**src/rtl/mult_add_arbiter_if.sv**
```systemverilog
// Handshake bundle between two requesters, the shared multiply-adder and its result consumer.
// The per-request subtract flags exist only when MULT_ADD_ARB_SUB_EN is defined.
interface mult_add_arbiter_if #(
   parameter int WIDTH = 8
);
   logic                 req0_valid;
   logic                 req0_ready;
   logic [WIDTH-1:0]     req0_a;
   logic [WIDTH-1:0]     req0_b;
   logic [WIDTH-1:0]     req0_c;
   logic                 req1_valid;
   logic                 req1_ready;
   logic [WIDTH-1:0]     req1_a;
   logic [WIDTH-1:0]     req1_b;
   logic [WIDTH-1:0]     req1_c;
   logic                 res_valid;
   logic                 res_ready;
   logic [2*WIDTH-1:0]   res;
   logic                 res_id;
   logic                 busy;
`ifdef MULT_ADD_ARB_SUB_EN
   logic                 req0_sub;
   logic                 req1_sub;
`endif

   modport master (
      output req0_valid, req0_a, req0_b, req0_c,
      output req1_valid, req1_a, req1_b, req1_c,
      output res_ready,
      input  req0_ready, req1_ready,
      input  res_valid, res, res_id, busy
`ifdef MULT_ADD_ARB_SUB_EN
      , output req0_sub, req1_sub
`endif
   );

   modport slave (
      input  req0_valid, req0_a, req0_b, req0_c,
      input  req1_valid, req1_a, req1_b, req1_c,
      input  res_ready,
      output req0_ready, req1_ready,
      output res_valid, res, res_id, busy
`ifdef MULT_ADD_ARB_SUB_EN
      , input req0_sub, req1_sub
`endif
   );
endinterface

```
**src/rtl/mult_add_arbiter.sv**
```systemverilog
// Round-robin front end sharing one 3-stage multiply-adder (A*B+C) between two requesters.
// Define MULT_ADD_ARB_SUB_EN to add per-request subtract (A*B-C) support.
module mult_add_arbiter #(
   parameter int WIDTH = 8
) (
   input  logic               clk_i,
   input  logic               rst_i,
   mult_add_arbiter_if.slave  bus_io
);
   localparam int RW = 2 * WIDTH;

   typedef enum logic {
      PRIO_REQ0 = 1'b0,
      PRIO_REQ1 = 1'b1
   } prio_e;

   prio_e             prio_q, prio_d;

   logic              adv;
   logic              winner;
   logic              ready0;
   logic              ready1;
   logic              accept;
   logic [WIDTH-1:0]  winA, winB, winC;
   logic              winSub;

   logic              s1Valid_q, s1Valid_d;
   logic [WIDTH-1:0]  s1A_q, s1A_d;
   logic [WIDTH-1:0]  s1B_q, s1B_d;
   logic [WIDTH-1:0]  s1C_q, s1C_d;
   logic              s1Id_q, s1Id_d;
   logic              s1Sub_q, s1Sub_d;

   logic              s2Valid_q, s2Valid_d;
   logic [WIDTH-1:0]  s2A_q, s2A_d;
   logic [WIDTH-1:0]  s2B_q, s2B_d;
   logic [WIDTH-1:0]  s2C_q, s2C_d;
   logic              s2Id_q, s2Id_d;
   logic              s2Sub_q, s2Sub_d;

   logic              resValid_q, resValid_d;
   logic [RW-1:0]     res_q, res_d;
   logic              resId_q, resId_d;

   logic [RW-1:0]     product;
   logic [RW-1:0]     cExt;
   logic [RW-1:0]     arith;

   // Readies are forced low while reset is held so no request is acknowledged and then discarded.
   always_comb begin
      adv = !resValid_q || bus_io.res_ready;
      if (bus_io.req0_valid && bus_io.req1_valid) begin
         winner = (prio_q == PRIO_REQ1);
      end else begin
         winner = bus_io.req1_valid;
      end
      ready0 = !rst_i && adv && !winner && bus_io.req0_valid;
      ready1 = !rst_i && adv && winner && bus_io.req1_valid;
      accept = ready0 || ready1;
      winA   = winner ? bus_io.req1_a : bus_io.req0_a;
      winB   = winner ? bus_io.req1_b : bus_io.req0_b;
      winC   = winner ? bus_io.req1_c : bus_io.req0_c;
`ifdef MULT_ADD_ARB_SUB_EN
      winSub = winner ? bus_io.req1_sub : bus_io.req0_sub;
`else
      winSub = 1'b0;
`endif
      prio_d = prio_q;
      if (accept) begin
         prio_d = winner ? PRIO_REQ0 : PRIO_REQ1;
      end
   end

   always_comb begin
      product = {{WIDTH{1'b0}}, s2A_q} * {{WIDTH{1'b0}}, s2B_q};
      cExt    = {{WIDTH{1'b0}}, s2C_q};
      arith   = s2Sub_q ? (product - cExt) : (product + cExt);
   end

   // Whole pipeline moves as one; the result register only reloads for real operations.
   always_comb begin
      s1Valid_d  = s1Valid_q;
      s1A_d      = s1A_q;
      s1B_d      = s1B_q;
      s1C_d      = s1C_q;
      s1Id_d     = s1Id_q;
      s1Sub_d    = s1Sub_q;
      s2Valid_d  = s2Valid_q;
      s2A_d      = s2A_q;
      s2B_d      = s2B_q;
      s2C_d      = s2C_q;
      s2Id_d     = s2Id_q;
      s2Sub_d    = s2Sub_q;
      resValid_d = resValid_q;
      res_d      = res_q;
      resId_d    = resId_q;
      if (adv) begin
         s1Valid_d = accept;
         if (accept) begin
            s1A_d   = winA;
            s1B_d   = winB;
            s1C_d   = winC;
            s1Id_d  = winner;
            s1Sub_d = winSub;
         end
         s2Valid_d  = s1Valid_q;
         s2A_d      = s1A_q;
         s2B_d      = s1B_q;
         s2C_d      = s1C_q;
         s2Id_d     = s1Id_q;
         s2Sub_d    = s1Sub_q;
         resValid_d = s2Valid_q;
         if (s2Valid_q) begin
            res_d   = arith;
            resId_d = s2Id_q;
         end
      end
   end

   always_ff @(posedge clk_i) begin
      if (rst_i) begin
         prio_q     <= PRIO_REQ0;
         s1Valid_q  <= 1'b0;
         s1A_q      <= '0;
         s1B_q      <= '0;
         s1C_q      <= '0;
         s1Id_q     <= 1'b0;
         s1Sub_q    <= 1'b0;
         s2Valid_q  <= 1'b0;
         s2A_q      <= '0;
         s2B_q      <= '0;
         s2C_q      <= '0;
         s2Id_q     <= 1'b0;
         s2Sub_q    <= 1'b0;
         resValid_q <= 1'b0;
         res_q      <= '0;
         resId_q    <= 1'b0;
      end else begin
         prio_q     <= prio_d;
         s1Valid_q  <= s1Valid_d;
         s1A_q      <= s1A_d;
         s1B_q      <= s1B_d;
         s1C_q      <= s1C_d;
         s1Id_q     <= s1Id_d;
         s1Sub_q    <= s1Sub_d;
         s2Valid_q  <= s2Valid_d;
         s2A_q      <= s2A_d;
         s2B_q      <= s2B_d;
         s2C_q      <= s2C_d;
         s2Id_q     <= s2Id_d;
         s2Sub_q    <= s2Sub_d;
         resValid_q <= resValid_d;
         res_q      <= res_d;
         resId_q    <= resId_d;
      end
   end

   assign bus_io.req0_ready = ready0;
   assign bus_io.req1_ready = ready1;
   assign bus_io.res_valid  = resValid_q;
   assign bus_io.res        = res_q;
   assign bus_io.res_id     = resId_q;
   assign bus_io.busy       = s1Valid_q || s2Valid_q || resValid_q;

`ifndef SYNTHESIS
   always_ff @(posedge clk_i) begin
      if (!rst_i) begin
         assert (!(ready0 && ready1));
         assert (adv || !accept);
      end
   end
`endif
endmodule

```
**src/flat_wrapper.sv**
```systemverilog
// flat-port wrapper written by rule: the top's interface ports become plain ports
module mult_add_arbiter_flat 
#(
   parameter int WIDTH = 8
)
  (clk_i, rst_i, bus_io_req0_valid, bus_io_req0_a, bus_io_req0_b, bus_io_req0_c, bus_io_req1_valid, bus_io_req1_a, bus_io_req1_b, bus_io_req1_c, bus_io_res_ready, bus_io_req0_ready, bus_io_req1_ready, bus_io_res_valid, bus_io_res, bus_io_res_id, bus_io_busy);
  mult_add_arbiter_if #(.WIDTH(WIDTH)) bus_io_i ();
  input  logic clk_i;
  input  logic rst_i;
  input wire logic [$bits(bus_io_i.req0_valid)-1:0] bus_io_req0_valid;
  input wire logic [$bits(bus_io_i.req0_a)-1:0] bus_io_req0_a;
  input wire logic [$bits(bus_io_i.req0_b)-1:0] bus_io_req0_b;
  input wire logic [$bits(bus_io_i.req0_c)-1:0] bus_io_req0_c;
  input wire logic [$bits(bus_io_i.req1_valid)-1:0] bus_io_req1_valid;
  input wire logic [$bits(bus_io_i.req1_a)-1:0] bus_io_req1_a;
  input wire logic [$bits(bus_io_i.req1_b)-1:0] bus_io_req1_b;
  input wire logic [$bits(bus_io_i.req1_c)-1:0] bus_io_req1_c;
  input wire logic [$bits(bus_io_i.res_ready)-1:0] bus_io_res_ready;
  output wire logic [$bits(bus_io_i.req0_ready)-1:0] bus_io_req0_ready;
  output wire logic [$bits(bus_io_i.req1_ready)-1:0] bus_io_req1_ready;
  output wire logic [$bits(bus_io_i.res_valid)-1:0] bus_io_res_valid;
  output wire logic [$bits(bus_io_i.res)-1:0] bus_io_res;
  output wire logic [$bits(bus_io_i.res_id)-1:0] bus_io_res_id;
  output wire logic [$bits(bus_io_i.busy)-1:0] bus_io_busy;
  assign bus_io_i.req0_valid = bus_io_req0_valid;
  assign bus_io_i.req0_a = bus_io_req0_a;
  assign bus_io_i.req0_b = bus_io_req0_b;
  assign bus_io_i.req0_c = bus_io_req0_c;
  assign bus_io_i.req1_valid = bus_io_req1_valid;
  assign bus_io_i.req1_a = bus_io_req1_a;
  assign bus_io_i.req1_b = bus_io_req1_b;
  assign bus_io_i.req1_c = bus_io_req1_c;
  assign bus_io_i.res_ready = bus_io_res_ready;
  assign bus_io_req0_ready = bus_io_i.req0_ready;
  assign bus_io_req1_ready = bus_io_i.req1_ready;
  assign bus_io_res_valid = bus_io_i.res_valid;
  assign bus_io_res = bus_io_i.res;
  assign bus_io_res_id = bus_io_i.res_id;
  assign bus_io_busy = bus_io_i.busy;
  mult_add_arbiter #(.WIDTH(WIDTH)) u_core (.clk_i(clk_i), .rst_i(rst_i), .bus_io(bus_io_i));
endmodule
```
**config.mk**
```make
export PLATFORM = sky130hd
export DESIGN_NAME = mult_add_arbiter_flat
export DESIGN_NICKNAME = d
export VERILOG_FILES = /design/src/rtl/mult_add_arbiter_if.sv /design/src/rtl/mult_add_arbiter.sv /design/src/flat_wrapper.sv
export SDC_FILE = /design/constraint.sdc
export NUM_CORES = 1
export LEC_CHECK = 0
export ABC_CLOCK_PERIOD_IN_PS = 10400
export BUFFER_PORTS_ARGS = -buffer_cell sky130_fd_sc_hd__buf_2
export CORE_MARGIN = 5
export CORE_UTILIZATION = 45
export DETAILED_ROUTE_END_ITERATION = 16
export PLACE_DENSITY_LB_ADDON = 0.15
export SKIP_CTS_REPAIR_TIMING = 1
export SYNTH_ARGS = -nofsm -noshare
export SYNTH_HDL_FRONTEND = slang
export SYNTH_SLANG_ARGS = --single-unit
```
**constraint.sdc**
```tcl
create_clock -name clk_i -period 10.4 [get_ports clk_i]
set_clock_uncertainty 0.1 [all_clocks]
set_input_delay 0.52 -clock clk_i [delete_from_list [all_inputs] [get_ports clk_i]]
set_output_delay 0.52 -clock clk_i [all_outputs]
set_load 0.03 [all_outputs]
```
==> metrics.md <==
| Metric | Value |
|---|---|
| Run status | `finished clean` |
| DIE AREA | `approximately 0.013 mm^2` |
| Clk_lat worst skew | `~0.36 ns` |
| Post-route design area | `~0.0056 mm^2` |
| CTS tree | `yes` |
| Average cell area after synthesis | `between 8 and 9 um^2` |
| Core ar. | `between 0.01 and 0.015 mm^2` |
| DIE HEIGHT | `roughly 120 um` |
| Largest net degree at the start of global routing | `72` |
| Iter 0 DRT Violations | `140` |
| Max Clk Rate | `208.8 MHz` |
| Crit. End Element | `flop` |
| Cells after Synth | `between 500 and 600` |
| Crit Path Category | `reg -> reg` |
| WL final | `10.56 mm` |
| Post-DP HPWL | `roughly 8.3 mm` |
| Area grow syn2layout | `12.28%` |
| Slew Viols, Final | `0` |
| Syn nets | `between 700 and 800` |
| Fillers | `between 1000 and 1500` |
| Max Fanout on Critical Path | `9` |
| ANT cells | `0` |
| Routed Antenna Nets | `0` |
| Initial antenna violation count | `1` |
| Wire per inst | `~14 um` |
| Worst hold slack | `around 0.35 ns` |
| Largest area contributor in the synthesized netlist | `dfxtp_1` |
| Die X-Extent | `115.3 um` |
| # DRC | `0` |
| Synthesized flop and latch total | `around 70` |
| Critical Path AT | `about 5.0 ns` |
| Share of cells above drive strength 1 | `15.20%` |
| Total track usage | `between 10% and 20%` |
| Via count | `slightly below 4000` |
| # rows | `38` |
| FFs w/ async S/R, synth | `0%` |
| I/O pin count | `74` |
| Top-area cell type share of the netlist area | `between 20% and 30%` |
| Setup TNS | `0 ns` |
| Root Driver | `clkbuf_8` |
| Total Power | `just over 0.6 mW` |
| Startpoint Class | `flop` |
| Max-cap violations | `0` |
| Maximum clock path buffer count | `2` |
| Total clock sinks | `71` |
| Period utilization | `between 40 and 50%` |
| Router iterations before antenna repair | `4` |
| Synth area leaders | `dfxtp_1 28%, fa_1 18%, ha_1 9.0%` |
| Main synth FF type | `dfxtp_1` |
| GPL Wtd Cong | `between 0.8 and 0.9` |
| RSZ-0062 raised after global routing | `false` |
| Req. time, crit path | `10.57 ns` |
| Count of different cell masters after synthesis | `40` |
| Remaining global-route overflow | `0` |
| Leakage power figure | `approximately 2.8 nW` |
| Vias in the first global route | `a little under 4000` |
| Number of synthesized flops with an enable pin | `0` |
| H-tree levels | `3` |
| Syn. warnings | `0` |
| Clk slew on worst S/H paths | `0.08 ns` |
| Peak supply drop | `between 0.00009 and 0.0001 V` |
| Initial Util | `between 40% and 50%` |
| First-pass GRT wire length | `between 15 and 20 mm` |
| TritonCTS Buffers | `9` |
| HP Class | `reg -> reg` |
| Placed Area | `0.005406 mm^2` |
| Final setup violation count | `0` |
| Port-buffer cells | `73` |
| Vias per inst | `about 5.0` |
| Worst slew pin tran | `approximately 1.2 ns` |
| Nets | `approximately 770` |
| Relative slew slack | `between 20% and 30%` |
| Final Hold Fails | `0` |
| Mapped cell area | `0.004992 mm^2` |
| Post-synthesis sequential area ratio | `28.47%` |
| Tmin final | `around 4.8 ns` |
| Pwr Density | `~110 mW/mm^2` |
==> logic make-up after synthesis <==
logic type,Yosys count,share of synthesized area [%]
AND/OR/NAND/NOR,191,17.14
AO/OA/AOI/OAI,100,13.06
adder cells (fa/ha/maj),80,26.67
multiplexers,24,4.812
flip-flops,71,28.47
XOR/XNOR,8,1.404
buffers and inverters,109,8.446
==> cells in the mapped netlist (all sizes together) (2+ instances only) <==
library cell	instances
or3	3
a22o	2
ha	36
o21ai	6
dfxtp	71
and4	2
a32o	3
and3	2
a21oi	43
buf	10
a31oi	2
nor2	32
mux2i	24
nand2	104
a211oi	26
clkbuf	27
nand4	3
fa	44
xnor2	5
nand3	4
nand2b	3
and2	36
o21bai	3
a21o	7
xor2	3
inv	72
==> per-stage QoR <==
stage / util (%) / setup slack (ns) / std cells
floorplan: - / 5.910 / 583
global placement: 49.87 / 5.721 / 762
detailed placement: 49.87 / 5.632 / 762
CTS: 51.71 / 5.599 / 778
global route: 51.71 / 5.255 / 778
finish: 51.71 / 5.610 / 778
==> final cells by class <==
type                       instances  area, um^2  share of cell area [%]
inverter                          72       270.3                   4.821
tap                              140       175.2                   3.125
clock buffer                      11       141.4                   2.522
timing repair buffer              76       387.9                   6.920
multi-input combinational        403        3152                   56.23
clock inverter                     5       57.56                   1.027
sequential                        71        1421                   25.36
==> metal layers <==
| metal | GRT usage [%] | vias to the layer above | wire [um] |
|---|---|---|---|
| met4 | 5.947 | 2 | 190 |
| li1 | - | 1991 | - |
| met5 | 0 | - | 13 |
| met3 | 3.579 | 19 | 348 |
| met2 | 25.85 | 54 | 4965 |
| met1 | 23.83 | 1810 | 5041 |
==> worst max-delay path: stages (launching register included) <==
cell      delay (ns)
dfxtp_1         0.50
and2_1          0.20
fa_1            0.45
fa_1            0.52
fa_1            0.54
inv_1           0.05
fa_1            0.53
inv_1           0.04
ha_1            0.36
and3_1          0.21
a221oi_1        0.56
o221ai_1        0.26
xnor2_1         0.17
a211oi_1        0.21
==> cells in the final DEF (no fill, tap or decap), types with 4 or more instances in the layout <==
cell type / netlist / final
a21o_1: 7 / 7
dfxtp_1: 71 / 71
nand2_1: 104 / 104
a211oi_1: 26 / 26
a21oi_1: 43 / 43
mux2i_1: 24 / 24
xnor2_1: 5 / 5
nand3_1: 4 / 4
nor2_1: 32 / 32
clkbuf_8: 0 / 10
o21ai_0: 5 / 5
and2_1: 35 / 35
fa_1: 44 / 44
inv_1: 72 / 72
ha_1: 36 / 36
buf_2: 4 / 73
==> registers in the layout, summed over array words and instances, names as in the netlist <==
name / cells
u_core.bus_io.res: 16
u_core.s1Valid_q: 1
u_core.s2C_q: 8
u_core.s1C_q: 8
u_core.bus_io.res_id: 1
u_core.s1A_q: 8
u_core.s1Id_q: 1
u_core.s1B_q: 8
u_core.bus_io.res_valid: 1
u_core.s2A_q: 8
u_core.s2B_q: 8
u_core.s2Id_q: 1
u_core.s2Valid_q: 1
u_core.prio_q: 1
==> power breakdown <==
group	leakage (nW)	internal [mW]	switching [mW]
registers	0.582	0.287	0.0148
clock network	0.103	0.117	0.104
logic	2.13	0.0377	0.0499
==> path summary, 6_finish.rpt <==
check / cells after the start / start / to / slack, ns
max reg2reg: 13 / u_core.s2A_q[2] / u_core.bus_io.res[15] / 5.61
min: 2 / u_core.s2C_q[5] / u_core.s2C_q[5] / 0.35
min reg2reg: 2 / u_core.s2C_q[5] / u_core.s2C_q[5] / 0.35
max: 13 / u_core.s2A_q[2] / u_core.bus_io.res[15] / 5.61
No activity file was read; power rests on OpenSTA's default activity.
